**src/rtl/coin_payout_pkg.sv**
```systemverilog
// rtl/coin_payout_pkg.sv - shared state encoding and default timing constants for coin_payout
package coin_payout_pkg;

    localparam int GAP_CYCLES_DEF  = 2;
    localparam int ACK_TIMEOUT_DEF = 15;

    typedef enum logic [2:0] {
        ST_IDLE,
        ST_PULSE,
        ST_WAIT_ACK,
        ST_GAP,
        ST_DONE,
        ST_FAULT
    } state_t;

endpackage

```
**src/rtl/payout_timer.sv**
```systemverilog
// rtl/payout_timer.sv - loadable down-counter with zero flag, shared by gap and ack-timeout timing
module payout_timer #(
    parameter int W = 4
) (
    input  logic         clk,
    input  logic         rst,
    input  logic         load,
    input  logic [W-1:0] load_val,
    output logic         zero
);

    logic [W-1:0] count_q;
    logic [W-1:0] count_d;

    always_comb begin
        count_d = count_q;
        if (load) begin
            count_d = load_val;
        end else if (count_q != '0) begin
            count_d = count_q - W'(1);
        end
    end

    always_ff @(posedge clk) begin
        if (rst) begin
            count_q <= '0;
        end else begin
            count_q <= count_d;
        end
    end

    assign zero = (count_q == '0);

endmodule

```
**src/rtl/coin_payout.sv**
```systemverilog
// rtl/coin_payout.sv - coin hopper payout sequencer; ack timeout enabled by COIN_PAYOUT_TIMEOUT_EN
module coin_payout
    import coin_payout_pkg::*;
#(
    parameter int AMT_W       = 4,
    parameter int GAP_CYCLES  = GAP_CYCLES_DEF,
    parameter int ACK_TIMEOUT = ACK_TIMEOUT_DEF
) (
    input  logic             clk,
    input  logic             rst,
    input  logic             req_valid,
    input  logic [AMT_W-1:0] req_amount,
    output logic             req_ready,
    input  logic             hopper_empty,
    input  logic             hopper_ack,
    output logic             coin_out,
    output logic             busy,
    output logic             done,
    output logic             fault,
    output logic [AMT_W-1:0] paid_count,
    output logic [AMT_W-1:0] shortfall
);

    // Timer is sized for the larger of both loads so the parameter set is identical in either build.
    localparam int TMR_MAX = (ACK_TIMEOUT > GAP_CYCLES) ? ACK_TIMEOUT : GAP_CYCLES;
    localparam int TMR_W   = (TMR_MAX < 2) ? 1 : $clog2(TMR_MAX);
    localparam logic [TMR_W-1:0] GAP_LOAD = TMR_W'(GAP_CYCLES - 1);
`ifdef COIN_PAYOUT_TIMEOUT_EN
    localparam logic [TMR_W-1:0] ACK_LOAD = TMR_W'(ACK_TIMEOUT - 1);
`endif

    state_t           state_q, state_d;
    logic [AMT_W-1:0] remaining_q, remaining_d;
    logic [AMT_W-1:0] paid_q, paid_d;
    logic [AMT_W-1:0] short_q, short_d;
    logic             tmr_load;
    logic [TMR_W-1:0] tmr_val;
    logic             tmr_zero;

    payout_timer #(.W(TMR_W)) u_timer (
        .clk      (clk),
        .rst      (rst),
        .load     (tmr_load),
        .load_val (tmr_val),
        .zero     (tmr_zero)
    );

    always_comb begin
        state_d     = state_q;
        remaining_d = remaining_q;
        paid_d      = paid_q;
        short_d     = short_q;
        tmr_load    = 1'b0;
        tmr_val     = GAP_LOAD;
        case (state_q)
            ST_IDLE: begin
                if (req_valid) begin
                    remaining_d = req_amount;
                    paid_d      = '0;
                    short_d     = '0;
                    if (req_amount == '0) begin
                        state_d = ST_DONE;
                    end else if (hopper_empty) begin
                        state_d = ST_FAULT;
                        short_d = req_amount;
                    end else begin
                        state_d = ST_PULSE;
                    end
                end
            end
            ST_PULSE: begin
                state_d = ST_WAIT_ACK;
`ifdef COIN_PAYOUT_TIMEOUT_EN
                tmr_load = 1'b1;
                tmr_val  = ACK_LOAD;
`endif
            end
            ST_WAIT_ACK: begin
                // An ack arriving in the expiry cycle is honoured before the timeout.
                if (hopper_ack) begin
                    paid_d      = paid_q + AMT_W'(1);
                    remaining_d = remaining_q - AMT_W'(1);
                    if (remaining_q == AMT_W'(1)) begin
                        state_d = ST_DONE;
                    end else begin
                        state_d  = ST_GAP;
                        tmr_load = 1'b1;
                        tmr_val  = GAP_LOAD;
                    end
                end
`ifdef COIN_PAYOUT_TIMEOUT_EN
                else if (tmr_zero) begin
                    state_d = ST_FAULT;
                    short_d = remaining_q;
                end
`endif
            end
            ST_GAP: begin
                if (tmr_zero) begin
                    if (hopper_empty) begin
                        state_d = ST_FAULT;
                        short_d = remaining_q;
                    end else begin
                        state_d = ST_PULSE;
                    end
                end
            end
            ST_DONE:  state_d = ST_IDLE;
            ST_FAULT: state_d = ST_IDLE;
            default:  state_d = ST_IDLE;
        endcase
    end

    always_ff @(posedge clk) begin
        if (rst) begin
            state_q     <= ST_IDLE;
            remaining_q <= '0;
            paid_q      <= '0;
            short_q     <= '0;
        end else begin
            state_q     <= state_d;
            remaining_q <= remaining_d;
            paid_q      <= paid_d;
            short_q     <= short_d;
        end
    end

    assign req_ready  = (state_q == ST_IDLE);
    assign busy       = (state_q != ST_IDLE);
    assign coin_out   = (state_q == ST_PULSE);
    assign done       = (state_q == ST_DONE);
    assign fault      = (state_q == ST_FAULT);
    assign paid_count = paid_q;
    assign shortfall  = short_q;

endmodule
```
**config.mk**
```make
export PLATFORM = sky130hd
export DESIGN_NAME = coin_payout
export DESIGN_NICKNAME = d
export VERILOG_FILES = /design/src/rtl/coin_payout_pkg.sv /design/src/rtl/payout_timer.sv /design/src/rtl/coin_payout.sv
export SDC_FILE = /design/constraint.sdc
export NUM_CORES = 1
export LEC_CHECK = 0
export CAP_MARGIN = 20
export CORE_UTILIZATION = 30
export DETAILED_ROUTE_END_ITERATION = 10
export SLEW_MARGIN = 30
export SYNTH_ARGS = -nofsm -noshare
export SYNTH_HDL_FRONTEND = slang
export SYNTH_SLANG_ARGS = --single-unit
export TNS_END_PERCENT = 100
```
**constraint.sdc**
```tcl
create_clock -name clk -period 3 [get_ports clk]
set_clock_uncertainty 0.05 [all_clocks]
set_input_delay 0.9 -clock clk [delete_from_list [all_inputs] [get_ports clk]]
set_output_delay 0.9 -clock clk [all_outputs]
set_load 0.01 [all_outputs]
```
## After elaboration in Yosys (flattened, before gate mapping)

Index checks and enable logic that the tools add are counted.

- $add $sub $neg: 3
- Equality and inequality tests: 10
- Mux-type cells: 24
- Reductions and logical operators: 12

Operator list:

| kind | count |
|---|---|
| 4-bit 2-to-1 mux | 9 |
| 4-bit case mux with 2 select lines | 3 |
| 3-bit 2-to-1 mux | 6 |
| 3-bit case mux with 4 select lines | 1 |
| 4-bit logical NOT | 2 |
| 2-bit != test (second input constant) | 4 |
| 4-bit by 1-bit subtractor with 4-bit output (second input constant) | 2 |
| 3-bit by 2-bit equality test with 1-bit output (second input constant) | 2 |
| 3-bit equality test (second input constant) | 2 |
| 3-bit AND reduction | 2 |
| 2-bit nonzero test | 3 |
| 1-bit 2-to-1 mux | 5 |
| 4-bit by 1-bit adder with 4-bit output (second input constant) | 1 |
| 4-bit by 1-bit equality test with 1-bit output (second input constant) | 1 |
| 4-bit AND reduction | 1 |
| 4-bit nonzero test | 1 |
| 3-bit by 1-bit equality test with 1-bit output (second input constant) | 1 |
| 3-bit logical NOT | 1 |
| 3-bit nonzero test | 1 |
| 2-bit OR reduction | 1 |

- Register bits after elaboration: 19
- Logic and storage cells: 55

## Logic depth before layout (Yosys ltp)

- Depth in word-level cells: 5
- Gate-level depth with buffers: 6

## Modules after synthesis

A second synthesis with hierarchy kept.

- Cells, all modules: 145
- Area, all modules: 1255.0 µm²

Modules (own cells, without submodules):

| module | times used | cells an instance | area an instance (µm²) | sequential area each (µm²) |
|---|---|---|---|---|
| coin_payout | 1 | 121 | 1026.0 | 300.3 |
| payout_timer | 1 | 24 | 229.0 | 80.1 |

## Worst setup path after synthesis

Ideal clock, no wire load.

- Path type: flip-flop to output port
- From: register state_q[0]
- To: output port busy
- Arrival: 1.107 ns
- Setup slack: 0.943 ns
- Cell stages (with the launch flop): 5
- Path buffers: 2
- Cell sequence: dfxtp_1 -> buf_6 -> clkbuf_1 -> nor3_1 -> inv_1

- Cells in the longest elaborated chain, start to end: 1

Ends and longest elaborated chain:

| item | line | text |
|---|---|---|
| start, declared | coin_payout.sv:32 | `state_t state_q, state_d;` |
| start signal, assigned | coin_payout.sv:121 | `state_q <= state_d;` |
| 3-bit nonzero test | coin_payout.sv:129 | `assign busy = (state_q != ST_IDLE);` |
| end, declared | coin_payout.sv:17 | `output logic busy,` |

No other way between the ends.

## Final worst setup path

- From: register state_q[0]
- To: output port coin_out

- Cells in the longest elaborated chain, start to end: 1

Ends and longest elaborated chain:

| item | line | text |
|---|---|---|
| 3-bit by 1-bit equality test with 1-bit output | coin_payout.sv:130 | `assign coin_out = (state_q == ST_PULSE);` |
| end, declared | coin_payout.sv:16 | `output logic coin_out,` |

No other way between the ends.

==> flow_summary.yaml <==
outcome:
  status: "complete, no violations"
placement:
  place.gp.congestion: 0.8489
  dpl.hpwl_um: 1966
  io_buffers: 21
  place_area_mm2: 0.001388
flow_run:
  maxCapViolations: 0
worst_setup_path:
  worstSetupPathType: "reg2out"
  reg2reg_depth: 4
  worstSetupEndpointType: "primary output"
  rr_startpoint: "state_q[0]"
  start_kind: "flop"
  crit_start: "state_q[0]"
  crit_fanout: 18
  reg2reg_slack_ns: 1.27
  reg2reg_to: "u_timer.count_q[1]"
  arrival_ns: 1.78
  setup.worst_path.end: "coin_out"
  required_ns: 2.05
worst_hold_path:
  min_path_type: "reg2reg"
route:
  firstDrtPassIters: 4
  drt_wl_total_um: 2617
  routed_via_density: 5.039
  ant_nets: 0
  wl_per_cell_um: 12.89
  vias: 1023
  drcViolationCount: 0
  drtIter0Drc: 26
floorplanning:
  io_pins: 22
  start_util_pct: 31.17
  rows: 22
  die_height_um: 63.68
  die_w_um: 63.68
  core_area_mm2: 0.003661
  fp.dieArea_mm2: 0.004055
grt:
  track_usage_pct: 14.13
  grt_pass1_wl_um: 4450
  overflow: 0
  grt_max_degree: 19
  grt_pass1_vias: 969
  antenna_found_initial: 0
layout:
  layout-drive-gt1-share_pct: 11.61
  antennaDiodeCount: 0
  synthToLayoutAreaGrowth_pct: 25.55
  finalInstanceArea_mm2: 0.001433
  final_net_count: 169
synth:
  yosys_warnings: 0
  netlist_instances: 134
  ys_ff_latch: 19
  synth-edff-count: 0
  synthDistinctLibCells: 46
  syn_nets: 147
  synth_area_mm2: 0.001141
  synth_common_cells: "20 x nor2_1, 19 x dfxtp_1, 9 x a21oi_1, 9 x nand2_1"
  ys_async_sr_fraction_pct: 0
  synth_flop_cell: "dfxtp_1"
  yosysTopAreaCell: "dfxtp_1"
  synth_top_area_share_pct: 33.33
  ys_seq_area_share_pct: 33.33
  synth_area_leaders: "dfxtp_1 33%, nor2_1 6.6%, ha_1 4.4%"
  yosysMostFrequentCell: "nor2_1"
  synth.avg_cell_area_um2: 8.516
clock_tree:
  cts_buffer_depth: 2
  h-tree-depth: 1
  cts_tree: "done"
  cts_setup_buffers: 0
  cts-hold-fix-buffers: 0
  cts-root-buf: "clkbuf_8"
  worst_setup_hold_path_clk_slew_ns: 0.07
  cts_made_buffers: 3
  clock-sinks: 19
  ctsResizeCount: 0
  clkLatencyLatePin_ns: 0.26
timing:
  slew_headroom_pct: 59.19
  slew_viol_final: 0
  setup_viol: 0
  period_needed_ns: 2.734
  worstMarginPinSlew_ns: 0.6113
  rsz0062_at_grt: "false"
  fin_tns_setup_ns: 0
  min_period_over_period_pct: 91.13
  max_freq_ghz: 0.3658
  hold_violations: 0
pwr:
  power_leakage_nw: 0.5318
  vdd_drop_max_mv: 0.3215
  power_density_mw_per_mm2: 681.7
  internal_power_mw: 0.6063
  switching_share_pct: 37.92
  p_switching_mw: 0.3703
  clock_power_share_pct: 18.8
  sequentialPowerShare_pct: 38.6
  combPwrFrac_pct: 42.6
critical path: stages, from the launching register on:
cell             delay, ns
dfxtp_1               0.72
nor3b_1               0.25
clkdlybuf4s50_1       0.56
cells by family after synthesis:
group | share of synthesized area [%]
mux | 2.302
fa+ha+maj | 4.386
buf+inv | 6.030
simple gates | 34.54
compound gates | 18.64
xor+xnor | 0.7677
flops | 33.33
power by group through the flow:
stage,clock (mW),sequential (mW),combinational (mW)
2_1_floorplan,0,0.350,0.327
3_3_place_gp,0,0.376,0.405
3_5_place_dp,0,0.383,0.416
4_1_cts,0.191,0.377,0.419
5_1_grt,0.201,0.388,0.465
6_report,0.184,0.377,0.416
state kept, by name (all words and copies together), names as in the netlist:
register / cells
paid_count: 4
remaining_q: 4
shortfall: 4
u_timer.count_q: 4
state_q: 3
how the worst min path moves through the flow:
stage                     endpoint  cells after the start  slack [ns]            from
global placement     paid_count[3]                      1        0.40   paid_count[3]
finish               paid_count[3]                      1        0.42   paid_count[3]
CTS                  paid_count[3]                      1        0.42   paid_count[3]
floorplan           remaining_q[1]                      2        0.40  remaining_q[1]
global route         paid_count[3]                      1        0.46   paid_count[3]
detailed placement   paid_count[3]                      1        0.41   paid_count[3]
layout by cell type (no fill, tap or decap), types with 2 or more instances in the layout:
cell type,synthesis,layout
ha_1,4,4
clkbuf_8,0,3
nor3b_1,2,2
a311oi_1,4,4
nor3_1,8,8
o21ai_0,2,2
and3_1,2,2
nor3b_2,2,2
a21oi_1,9,9
dfxtp_1,19,19
o21ai_1,2,2
nand3_1,4,4
inv_1,8,8
clkdlybuf4s50_1,0,21
nand2_1,9,9
buf_4,2,2
a211oi_1,2,2
nor2_1,20,20
nor2b_1,5,5
metal layers:
layer  routed length (um)  up-vias  global-route usage (%)
li1                     -      518                       -
met1                 1265      482                   18.20
met2                 1264       21                   22.34
met3                   77        2                   3.261
met4                   10        0                   5.966
met5                    0        -                       0
layout make-up:
class,count,area [um^2]
sequential,19,380.4
multi-input combinational,101,691.9
clock buffer,4,45.04
fill,389,2228
tap,48,60.06
inverter,8,30.03
timing repair buffer,23,225.2
through the flow:
stage                     power [mW]  instances  worst slack, ns  hold WS [ns]  utilization, %
after floorplan               0.6774        134           0.9427        0.3950               -
after global placement        0.7811        199           0.5647        0.4031           37.90
after detailed placement      0.7993        199           0.5668        0.4134           37.90
after CTS                     0.9880        203           0.2409        0.4241           39.13
after global routing           1.054        203           0.1501        0.4563           39.13
final                         0.9766        203           0.2662        0.4183           39.13
No activity file was read; power rests on OpenSTA's default activity.
